==> src/rtl/acs_stage_param_if.sv <==
// acs_stage_param_if: control, table-load and metric-stream signals of the ACS stage
interface acs_stage_param_if #(
   parameter int DATA_W   = 18,
   parameter int METRIC_W = 18,
   parameter int STATES   = 16,
   parameter int LANES    = 2
);
   logic                         clkEn;
   logic                         startFrame;
   logic                         startBlock;
   logic [DATA_W-1:0]            in0Real;
   logic [DATA_W-1:0]            in0Imag;
   logic                         setupValid;
   logic [DATA_W-1:0]            setupReal;
   logic [DATA_W-1:0]            setupImag;
   logic                         startStage;
   logic                         accMetricInEn;
   logic [METRIC_W-1:0]          accMetricIn;
   logic                         tableFull;
   logic                         setupErr;
   logic                         busy;
   logic                         startNextStage;
   logic                         metricOutEn;
   logic [$clog2(STATES)-1:0]    metricOutState;
   logic [LANES*METRIC_W-1:0]    accMetricOut;
   logic                         stageDone;
   logic [METRIC_W-1:0]          stageMin;

   modport master (
      output clkEn, startFrame, startBlock, in0Real, in0Imag, setupValid, setupReal, setupImag,
             startStage, accMetricInEn, accMetricIn,
      input  tableFull, setupErr, busy, startNextStage, metricOutEn, metricOutState, accMetricOut,
             stageDone, stageMin
   );

   modport slave (
      input  clkEn, startFrame, startBlock, in0Real, in0Imag, setupValid, setupReal, setupImag,
             startStage, accMetricInEn, accMetricIn,
      output tableFull, setupErr, busy, startNextStage, metricOutEn, metricOutState, accMetricOut,
             stageDone, stageMin
   );
endinterface

==> src/rtl/acs_stage_param.sv <==
// acs_stage_param: parametrised add-compare-select metric stage with banked reference table
module acs_stage_param #(
   parameter int DATA_W   = 18,
   parameter int METRIC_W = 18,
   parameter int STATES   = 16,
   parameter int LANES    = 2,
   parameter int NORM_EN  = 0
) (
   input logic            clk,
   input logic            nReset,
   acs_stage_param_if.slave bus
);
   localparam int SW   = $clog2(STATES);
   localparam int LW   = LANES > 1 ? $clog2(LANES) : 1;
   localparam int SUMW = (METRIC_W > DATA_W + 2 ? METRIC_W : DATA_W + 2) + 1;

   typedef enum logic [1:0] {IDLE, RUN, DRAIN} stateT;

   stateT                     state, nextState;
   logic                      abort, run, accept, lastAcc, finish, wrOk;
   logic [SW-1:0]             stateCnt, wrState, s1State, outState;
   logic [LW-1:0]             wrLane;
   logic [1:0]                drainCnt;
   logic [DATA_W-1:0]         tabR [LANES][STATES];
   logic [DATA_W-1:0]         tabI [LANES][STATES];
   logic [DATA_W-1:0]         s1R [LANES];
   logic [DATA_W-1:0]         s1I [LANES];
   logic [DATA_W-1:0]         yR, yI, s1YR, s1YI;
   logic [METRIC_W-1:0]       normOffset, s1M, runMin, outMin, stageMin;
   logic [METRIC_W-1:0]       sat [LANES];
   logic [LANES*METRIC_W-1:0] outReg;
   logic                      v1, outEn, tableFull, setupErr, startNext, stageDone;

   // Next-state and run-control decode; a frame abort overrides everything
   always_comb begin
      abort     = bus.clkEn & bus.startFrame;
      run       = !abort && state == IDLE && bus.startStage && tableFull;
      accept    = !abort && state == RUN && bus.accMetricInEn;
      lastAcc   = accept && stateCnt == SW'(STATES - 1);
      finish    = !abort && state == DRAIN && drainCnt == 2'd2;
      wrOk      = bus.setupValid && !abort && state == IDLE && !tableFull;
      nextState = abort ? IDLE : run ? RUN : lastAcc ? DRAIN : finish ? IDLE : state;
   end

   // FSM state register
   always_ff @(posedge clk or negedge nReset) begin
      if (!nReset) state <= IDLE;
      else         state <= nextState;
   end

   // Stage sequencing: state counter, drain timer, running minimum and offset
   always_ff @(posedge clk or negedge nReset) begin
      if (!nReset) begin
         stateCnt   <= '0;
         drainCnt   <= '0;
         startNext  <= 1'b0;
         stageDone  <= 1'b0;
         stageMin   <= '0;
         normOffset <= '0;
         runMin     <= '1;
      end else begin
         startNext  <= run;
         stageDone  <= finish;
         stateCnt   <= run ? '0 : accept ? stateCnt + 1'b1 : stateCnt;
         drainCnt   <= state == DRAIN ? drainCnt + 1'b1 : '0;
         runMin     <= run ? '1 : outEn ? outMin : runMin;
         stageMin   <= finish ? runMin : stageMin;
         normOffset <= abort ? '0 : (finish && NORM_EN != 0) ? runMin : normOffset;
      end
   end

   // Sequential table write pointer, full flag and rejected-write pulse
   always_ff @(posedge clk or negedge nReset) begin
      if (!nReset) begin
         wrLane    <= '0;
         wrState   <= '0;
         tableFull <= 1'b0;
         setupErr  <= 1'b0;
      end else begin
         setupErr <= bus.setupValid && !abort && !wrOk;
         if (abort) begin
            wrLane    <= '0;
            wrState   <= '0;
            tableFull <= 1'b0;
         end else if (wrOk) begin
            wrLane <= wrLane == LW'(LANES - 1) ? '0 : wrLane + 1'b1;
            if (wrLane == LW'(LANES - 1)) begin
               wrState   <= wrState + 1'b1;
               tableFull <= wrState == SW'(STATES - 1);
            end
         end
      end
   end

   // Reference table, one bank per lane so a state reads all lanes at once
   always_ff @(posedge clk) begin
      if (wrOk) begin
         tabR[wrLane][wrState] <= bus.setupReal;
         tabI[wrLane][wrState] <= bus.setupImag;
      end
      for (int i = 0; i < LANES; i++) begin
         s1R[i] <= tabR[i][stateCnt];
         s1I[i] <= tabI[i][stateCnt];
      end
   end

   // Block sample latch
   always_ff @(posedge clk or negedge nReset) begin
      if (!nReset) begin
         yR <= '0;
         yI <= '0;
      end else if (bus.clkEn && bus.startBlock) begin
         yR <= bus.in0Real;
         yI <= bus.in0Imag;
      end
   end

   // Pipeline stage 1: normalised input metric and the sample it is paired with
   always_ff @(posedge clk or negedge nReset) begin
      if (!nReset) begin
         v1      <= 1'b0;
         s1State <= '0;
         s1M     <= '0;
         s1YR    <= '0;
         s1YI    <= '0;
      end else begin
         v1 <= accept;
         if (accept) begin
            s1State <= stateCnt;
            s1M     <= bus.accMetricIn >= normOffset ? bus.accMetricIn - normOffset : '0;
            s1YR    <= yR;
            s1YI    <= yI;
         end
      end
   end

   for (genvar l = 0; l < LANES; l++) begin : gLane
      logic [DATA_W:0]   dR, dI, aR, aI;
      logic [DATA_W+1:0] bm;
      logic [SUMW-1:0]   sum;
      assign dR     = {s1R[l][DATA_W-1], s1R[l]} - {s1YR[DATA_W-1], s1YR};
      assign dI     = {s1I[l][DATA_W-1], s1I[l]} - {s1YI[DATA_W-1], s1YI};
      assign aR     = dR[DATA_W] ? -dR : dR;
      assign aI     = dI[DATA_W] ? -dI : dI;
      assign bm     = {1'b0, aR} + {1'b0, aI};
      assign sum    = SUMW'(s1M) + SUMW'(bm);
      assign sat[l] = |sum[SUMW-1:METRIC_W] ? '1 : sum[METRIC_W-1:0];
   end

   // Pipeline stage 2: saturated lane sums; an abort drops the in-flight entry
   always_ff @(posedge clk or negedge nReset) begin
      if (!nReset) begin
         outEn    <= 1'b0;
         outState <= '0;
         outReg   <= '0;
      end else begin
         outEn <= v1 && !abort;
         if (v1) begin
            outState <= s1State;
            for (int i = 0; i < LANES; i++) outReg[i*METRIC_W +: METRIC_W] <= sat[i];
         end
      end
   end

   // Running minimum folded with the lanes currently on the output
   always_comb begin
      outMin = runMin;
      for (int i = 0; i < LANES; i++)
         outMin = outReg[i*METRIC_W +: METRIC_W] < outMin ? outReg[i*METRIC_W +: METRIC_W] : outMin;
   end

   assign bus.tableFull      = tableFull;
   assign bus.setupErr       = setupErr;
   assign bus.busy           = state != IDLE;
   assign bus.startNextStage = startNext;
   assign bus.metricOutEn    = outEn;
   assign bus.metricOutState = outState;
   assign bus.accMetricOut   = outReg;
   assign bus.stageDone      = stageDone;
   assign bus.stageMin       = stageMin;
endmodule

==> src/flat_wrapper.sv <==
// flat-port wrapper written by rule: the top's interface ports become plain ports
module acs_stage_param_flat 
#(
   parameter int DATA_W   = 18,
   parameter int METRIC_W = 18,
   parameter int STATES   = 16,
   parameter int LANES    = 2,
   parameter int NORM_EN  = 0
)
  (clk, nReset, bus_clkEn, bus_startFrame, bus_startBlock, bus_in0Real, bus_in0Imag, bus_setupValid, bus_setupReal, bus_setupImag, bus_startStage, bus_accMetricInEn, bus_accMetricIn, bus_tableFull, bus_setupErr, bus_busy, bus_startNextStage, bus_metricOutEn, bus_metricOutState, bus_accMetricOut, bus_stageDone, bus_stageMin);
  acs_stage_param_if #(.DATA_W(DATA_W), .METRIC_W(METRIC_W), .STATES(STATES), .LANES(LANES)) bus_i ();
  input logic clk;
  input logic nReset;
  input wire logic [$bits(bus_i.clkEn)-1:0] bus_clkEn;
  input wire logic [$bits(bus_i.startFrame)-1:0] bus_startFrame;
  input wire logic [$bits(bus_i.startBlock)-1:0] bus_startBlock;
  input wire logic [$bits(bus_i.in0Real)-1:0] bus_in0Real;
  input wire logic [$bits(bus_i.in0Imag)-1:0] bus_in0Imag;
  input wire logic [$bits(bus_i.setupValid)-1:0] bus_setupValid;
  input wire logic [$bits(bus_i.setupReal)-1:0] bus_setupReal;
  input wire logic [$bits(bus_i.setupImag)-1:0] bus_setupImag;
  input wire logic [$bits(bus_i.startStage)-1:0] bus_startStage;
  input wire logic [$bits(bus_i.accMetricInEn)-1:0] bus_accMetricInEn;
  input wire logic [$bits(bus_i.accMetricIn)-1:0] bus_accMetricIn;
  output wire logic [$bits(bus_i.tableFull)-1:0] bus_tableFull;
  output wire logic [$bits(bus_i.setupErr)-1:0] bus_setupErr;
  output wire logic [$bits(bus_i.busy)-1:0] bus_busy;
  output wire logic [$bits(bus_i.startNextStage)-1:0] bus_startNextStage;
  output wire logic [$bits(bus_i.metricOutEn)-1:0] bus_metricOutEn;
  output wire logic [$bits(bus_i.metricOutState)-1:0] bus_metricOutState;
  output wire logic [$bits(bus_i.accMetricOut)-1:0] bus_accMetricOut;
  output wire logic [$bits(bus_i.stageDone)-1:0] bus_stageDone;
  output wire logic [$bits(bus_i.stageMin)-1:0] bus_stageMin;
  assign bus_i.clkEn = bus_clkEn;
  assign bus_i.startFrame = bus_startFrame;
  assign bus_i.startBlock = bus_startBlock;
  assign bus_i.in0Real = bus_in0Real;
  assign bus_i.in0Imag = bus_in0Imag;
  assign bus_i.setupValid = bus_setupValid;
  assign bus_i.setupReal = bus_setupReal;
  assign bus_i.setupImag = bus_setupImag;
  assign bus_i.startStage = bus_startStage;
  assign bus_i.accMetricInEn = bus_accMetricInEn;
  assign bus_i.accMetricIn = bus_accMetricIn;
  assign bus_tableFull = bus_i.tableFull;
  assign bus_setupErr = bus_i.setupErr;
  assign bus_busy = bus_i.busy;
  assign bus_startNextStage = bus_i.startNextStage;
  assign bus_metricOutEn = bus_i.metricOutEn;
  assign bus_metricOutState = bus_i.metricOutState;
  assign bus_accMetricOut = bus_i.accMetricOut;
  assign bus_stageDone = bus_i.stageDone;
  assign bus_stageMin = bus_i.stageMin;
  acs_stage_param #(.DATA_W(DATA_W), .METRIC_W(METRIC_W), .STATES(STATES), .LANES(LANES), .NORM_EN(NORM_EN)) u_core (.clk(clk), .nReset(nReset), .bus(bus_i));
endmodule
==> config.mk <==
export PLATFORM = sky130hd
export DESIGN_NAME = acs_stage_param_flat
export DESIGN_NICKNAME = d
export VERILOG_FILES = /design/src/rtl/acs_stage_param_if.sv /design/src/rtl/acs_stage_param.sv /design/src/flat_wrapper.sv
export SDC_FILE = /design/constraint.sdc
export NUM_CORES = 2
export LEC_CHECK = 0
export CAP_MARGIN = 20
export CORE_ASPECT_RATIO = 0.7
export CORE_MARGIN = 3
export CORE_UTILIZATION = 45
export DETAILED_ROUTE_END_ITERATION = 12
export DONT_BUFFER_PORTS = 1
export PLACE_DENSITY = 0.68
export SETUP_SLACK_MARGIN = 0.5
export SLEW_MARGIN = 0
export SYNTH_ARGS = -nofsm -noshare
export SYNTH_HDL_FRONTEND = slang
export SYNTH_SLANG_ARGS = --single-unit
==> constraint.sdc <==
create_clock -name clk -period 11 [get_ports clk]
set_input_delay 2.2 -clock clk [delete_from_list [all_inputs] [get_ports clk]]
set_output_delay 2.2 -clock clk [all_outputs]
set_load 0.005 [all_outputs]
; ---- After elaboration in Yosys (flattened, before gate mapping)
; Memory sizes are Yosys's and may differ from the RTL's.
; Index checks and enable logic that the tools add are counted.
[totals]
input_bits = 98
mem_bits_rw = 1224
memories = 4
reg_bits = 189
out_inout_bits = 64
[classes]
bitwise_logic = 3
magnitude_cmp = 6
n_mux = 43
n_reduce_logical = 28
add_sub_neg = 16
eq_ne = 5
[memory_table]
columns = name, words, word_bits, read_ports, rd_ports_with_merged_regs, wr, line
row1 = u_core.tabI, 2, 288, 2, 0, 1, acs_stage_param.sv:25  ; logic [DATA_W-1:0] tabI [LANES][STATES];
row2 = u_core.tabR, 2, 288, 2, 0, 1, acs_stage_param.sv:24  ; logic [DATA_W-1:0] tabR [LANES][STATES];
row3 = u_core.s1I, 2, 18, 2, 0, 2, acs_stage_param.sv:27  ; logic [DATA_W-1:0] s1I [LANES];
row4 = u_core.s1R, 2, 18, 2, 0, 2, acs_stage_param.sv:26  ; logic [DATA_W-1:0] s1R [LANES];
[op_table]
columns = operator, count
row1 = $bmux 18 s4, 4
row2 = $mux 18, 16
row3 = $mux 288, 1
row4 = $mux 19, 4
row5 = $neg 19->19, 4
row6 = $sub 18x18->19, 4
row7 = $demux 18 s4, 1
row8 = $add 18x20->21, 2
row9 = $add 19x19->20, 2
row10 = $lt 18x18->1, 2
row11 = $mux 4, 5
row12 = $ge 18x1->1 const B, 1
row13 = $logic_and 1x1->1, 15
row14 = $ge 5x5->1 const B, 2
row15 = $mux 2, 5
row16 = $not 4->5, 2
row17 = $reduce_bool 2->1, 5
row18 = $add 4x1->4 const B, 2
row19 = $eq 4x4->1 const B, 2
row20 = $mux 1, 7
row21 = $reduce_or 3->1, 2
row22 = $lt 5x1->1 const B, 1
row23 = $eq 2x2->1 const B, 2
row24 = $reduce_bool 4->1, 1
row25 = other kinds (7), 9

; ---- Depth between registers and ports, before layout
[depth]
depth_word = 8
depth_mapped = 27

; ---- Worst setup path after synthesis
; No wires, ideal clock.
[synth_timing]
path_type = input-to-reg
from = input bus_startFrame
to = memory u_core.tabI[0][108] in the netlist's numbering, enable pin
path_slack_ns = 5.015
setup_ns = 0.474
required_ns = 10.526
n_path_buf = 1
arrival_time_ns = 5.511
cell_stages = 6
path_cell_list = nand2_1 > nand2_1 > nor3_1 > clkbuf_1 > nand2_1 > nor3_1
[synth_between]
elab_chain_cells = 7
[synth_lines]
columns = element, line
row1 = start: declaration, flat_wrapper.sv:15  ; input wire logic [$bits(bus_i.startFrame)-1:0] bus_startFrame;
row2 = $and 1x1->1, acs_stage_param.sv:36  ; abort = bus.clkEn & bus.startFrame;
row3 = $logic_not 1->1, acs_stage_param.sv:41  ; wrOk = bus.setupValid && !abort && state == IDLE && !tableFull;
row4 = $logic_and 1x1->1 (3 in series), acs_stage_param.sv:41
row5 = $mux 1, acs_stage_param.sv:97  ; if (wrOk) begin
row6 = $mux 288 (implied by the code), acs_stage_param.sv:99  ; tabI[wrLane][wrState] <= bus.setupImag;
row7 = end: declaration, acs_stage_param.sv:25
; Every way passes these cells.

; ---- Worst setup path in the final report
[layout_timing]
from = register u_core.s1YR[0]
to = register u_core.outReg[20], in the netlist u_core.bus.accMetricOut[20]
[layout_between]
elab_chain_cells = 7
[layout_lines]
columns = element, line
row1 = start: declaration, acs_stage_param.sv:28  ; logic [DATA_W-1:0] yR, yI, s1YR, s1YI;
row2 = start signal: assignment, acs_stage_param.sv:131  ; s1YR <= yR;
row3 = $sub 18x18->19 *, acs_stage_param.sv:141  ; assign dR = {s1R[l][DATA_W-1], s1R[l]} - {s1YR[DATA_W-1], s1YR};
row4 = $neg 19->19, acs_stage_param.sv:143  ; assign aR = dR[DATA_W] ? -dR : dR;
row5 = $mux 19 *, acs_stage_param.sv:143
row6 = $add 19x19->20 *, acs_stage_param.sv:145  ; assign bm = {1'b0, aR} + {1'b0, aI};
row7 = $add 18x20->21 *, acs_stage_param.sv:146  ; assign sum = SUMW'(s1M) + SUMW'(bm);
row8 = $reduce_or 3->1, acs_stage_param.sv:147  ; assign sat[l] = |sum[SUMW-1:METRIC_W] ? '1 : sum[METRIC_W-1:0];
row9 = $mux 18 *, acs_stage_param.sv:147
row10 = end signal: assignment, acs_stage_param.sv:155  ; outReg <= '0;
row11 = end: declaration, acs_stage_param.sv:31  ; logic [LANES*METRIC_W-1:0] outReg;
; Mark *: on every way between the ends. The rest lies on a longest branch, timed or not.
; A chain may end at the register's enable or synchronous reset.

==> flow_metrics.env <==
export IMPL_clock_path_buffers=3
export IMPL_drive_gt1_share_pct=20.59
export IMPL_syn_nets=3822
export IMPL_postCtsResizedCells=0
export IMPL_fill_cells=10740
export IMPL_r2r_setup_slack_ns=3.73
export IMPL_drtAntennaViolNets=0
export IMPL_worstReg2RegStart="u_core.s1YR[0]"
export IMPL_dr_pass1_iters=6
export IMPL_ys_flop_type="edfxtp_1"
export IMPL_worstRegToRegCells=23
export IMPL_htreeDepth=4
export IMPL_place_ws_ns=3.940
export IMPL_grt_use_total_pct=22.41
export IMPL_ctsHoldBuffers=0
export IMPL_first_global_vias=31740
export IMPL_cp_max_fo=18
export IMPL_setup_violations=0
export IMPL_outcome="complete, no violations"
export IMPL_post_route_min_period_ns=7.274
export IMPL_initial_core_util_pct=45.47
export IMPL_slowest_delay_ns=0.83
export IMPL_vias_per_cell=6.048
export IMPL_wl_um=156400
export IMPL_synth_cell_type_count=92
export IMPL_portBuffers=0
export IMPL_die_y_um=313.7
export IMPL_drv_slew=0
export IMPL_timing_final_crit_share_pct=66.13
export IMPL_hold_slack_ns=0.4266
export IMPL_maxCapViolations=0
export IMPL_hp_class="reg2reg"
export IMPL_hpwl_um=98890
export IMPL_crit_family="compound AO/OA/AOI/OAI gates"
export IMPL_grt_max_degree=190
export IMPL_avgSynthCellArea_um2=17.25
export IMPL_tns_ns=0
export IMPL_cts_clk_slew_worst_paths_ns=0.07
export IMPL_rows=112
export IMPL_final_cell_mix="edfxtp_1 (1,152), mux4_2 (360), inv_1 (189)"
export IMPL_ys_seq_area_share_pct=67.03
export IMPL_grt_overflow=0
export IMPL_min_from="u_core.drainCnt[0]"
export IMPL_crit_slowest_cell="a31oi_2"
export IMPL_worstSetupPathType="reg2reg"
export IMPL_syn_inst=3528
export IMPL_maxSlewHeadroom_pct=19.36
export IMPL_path_cells="ha_1 > fa_1 > nand2b_1 > a21oi_1 > o211ai_1 > a211oi_1 > o211a_1 > o21ai_0 > a31oi_2 > nor2_1 > xor2_1 > fa_1 > inv_1 > ha_1 > a211oi_1 > o211ai_1 > nand3_1 > a21oi_1 > a41o_1 > o41ai_1 > xnor2_1 > o2111ai_2 > o22a_1"
export IMPL_root_buffer="clkbuf_16"
export IMPL_cp_required_ns=11.64
export IMPL_grt_first_pass_wirelength_um=226900
export IMPL_grt_antenna_before_repair=5
export IMPL_start_kind="register"
export IMPL_cts_setup_buffers=0
export IMPL_fmax_ghz=0.1375
export IMPL_die_w_um=445.5
export IMPL_crit_arrival_ns=7.91
export IMPL_final_common_cell="edfxtp_1"
export IMPL_num_nets_final=3879
export IMPL_ys_ff_latch=1413
export IMPL_drtIter0Drc=3918
export IMPL_place_congestion=0.9185
export IMPL_p_per_area_nw_per_um2=180.0
export IMPL_min_path_cells=1
export IMPL_yosysWarnings=0
export IMPL_cts_tree="built"
export IMPL_rsz0062_at_grt="false"
export IMPL_wl_per_cell_um=28.64
export IMPL_reg2reg_to="u_core.bus.accMetricOut[20]"
export IMPL_end_kind="register"
export IMPL_final_setup_worst_slack_ns=3.726
export IMPL_ir_drop_uv=123.4
export IMPL_clock_latency_ns=0.76
export IMPL_area_growth_pct=10.79
export IMPL_regArea_um2=40800
export IMPL_drc=0
export IMPL_cts_made_buffers=132
export IMPL_fin_skew_ns=0.02776
export IMPL_die_area_um2=139700
export IMPL_tightest_slew_ns=1.201
export IMPL_p_total_mw=12.13
export IMPL_synth_edf_count=1152
export IMPL_p_leak_nw=22.88
export IMPL_netlist_area_um2=60850
export IMPL_finalHoldViolCount=0
export IMPL_clock_sinks=1413
export IMPL_async_flop_share_pct=13.38
export IMPL_path_buf_inv=1
export IMPL_pin_count=162
export IMPL_holdPathEnd="u_core.drainCnt[0]"
export IMPL_multi_input_area_um2=19040
export IMPL_core_area_um2=133800
export IMPL_vias=33030
## sequential cells by signal (all words and copies together) (netlist names), 2 cells and up
name and count:
u_core.s1R 36, u_core.tabR 576, u_core.state 2, u_core.stateCnt 4
u_core.drainCnt 2, u_core.yR 18, u_core.bus.stageMin 18, u_core.yI 18
u_core.tabI 576, u_core.bus.accMetricOut 36, u_core.s1State 4, u_core.s1YR 18
u_core.bus.metricOutState 4, u_core.runMin 18, u_core.s1YI 18, u_core.wrState 4
u_core.s1I 36, u_core.s1M 18
## synth_stat cells, drive strengths merged, types with 7 or more instances
library cell | n | area share, %
mux4 | 360 | 13
mux2 | 59 | 1.1
edfxtp | 1152 | 57
or3 | 10 | 0.10
xor2 | 55 | 0.79
and2 | 31 | 0.32
nand2b | 16 | 0.16
nand3 | 34 | 0.29
dfrtp | 171 | 7.0
o22a | 36 | 0.52
o2111ai | 7 | 0.11
a31oi | 16 | 0.17
clkbuf | 103 | 0.64
and3 | 11 | 0.11
o211ai | 10 | 0.12
or2 | 11 | 0.11
dfxtp | 72 | 2.4
nand2 | 150 | 0.93
a211oi | 22 | 0.27
ha | 154 | 3.2
o41ai | 8 | 0.14
buf | 35 | 0.25
xnor2 | 85 | 1.2
nor2b | 15 | 0.15
a21oi | 106 | 0.87
nor3b | 11 | 0.14
dfstp | 18 | 0.78
mux2i | 24 | 0.39
o21ai | 142 | 1.2
nor3 | 43 | 0.36
nor2 | 133 | 0.82
inv | 190 | 1.2
o31ai | 16 | 0.21
o21a | 25 | 0.31
fa | 42 | 1.4
nand4 | 14 | 0.14
a21o | 43 | 0.53
## metrics by stage
step           instance area (um^2)  utilization (%)  instances
6_report                      67410            50.37       5462
4_1_cts                       67400            50.36       5458
5_1_grt                       67410            50.37       5459
3_3_place_gp                  63250            47.26       5215
3_5_place_dp                  63270            47.28       5217
2_1_floorplan                 60850                -       3528
## layout make-up
class	instances	area share, %
Sequential cell	1413	60.53
Multi-Input combinational cell	1786	28.25
Clock buffer	177	5.301
Tap cell	1767	3.280
Inverter	191	1.067
Clock inverter	64	0.8259
Timing Repair Buffer	61	0.7405
Antenna cell	3	0.01114
## logic make-up after synthesis
kind of cell / share of synthesized area (%)
buffers and inverters: 2.066
adder cells (fa/ha/maj): 4.548
multiplexers: 14.81
AND/OR/NAND/NOR: 4.040
flip-flops: 67.03
XOR/XNOR: 2.015
AO/OA/AOI/OAI: 5.492
## routing by layer
metal / wire length, um / share of wire (%) / global-route usage [%]
met5: 31 / 0.020 / 0
met4: 2468 / 1.6 / 4.741
met3: 15090 / 9.6 / 4.954
met2: 68570 / 44 / 32.25
met1: 70280 / 45 / 35.07
## how the worst max path moves through the flow
stage / from / endpoint / slack, ns / depth (start not counted)
3_5_place_dp: u_core.s1YR[0] / u_core.bus.accMetricOut[20] / 3.94 / 23
4_1_cts: u_core.s1YR[0] / u_core.bus.accMetricOut[32] / 3.88 / 23
6_report: u_core.s1YR[0] / u_core.bus.accMetricOut[20] / 3.73 / 23
2_1_floorplan: bus_startFrame / u_core.tabI[0][108] / 5.02 / 6
5_1_grt: u_core.s1YR[0] / u_core.bus.accMetricOut[35] / 3.34 / 23
3_3_place_gp: u_core.s1YR[0] / u_core.bus.accMetricOut[22] / 4.04 / 23
## report_power, final
part           total, mW  internal (mW)  leakage [nW]  switching, mW
sequential          6.00           5.94          13.2         0.0675
combinational       1.71          0.675          7.67           1.04
clock               4.42           2.39          2.01           2.03
total               12.1           9.00          22.9           3.13
Power figures use the tool's default switching activity.
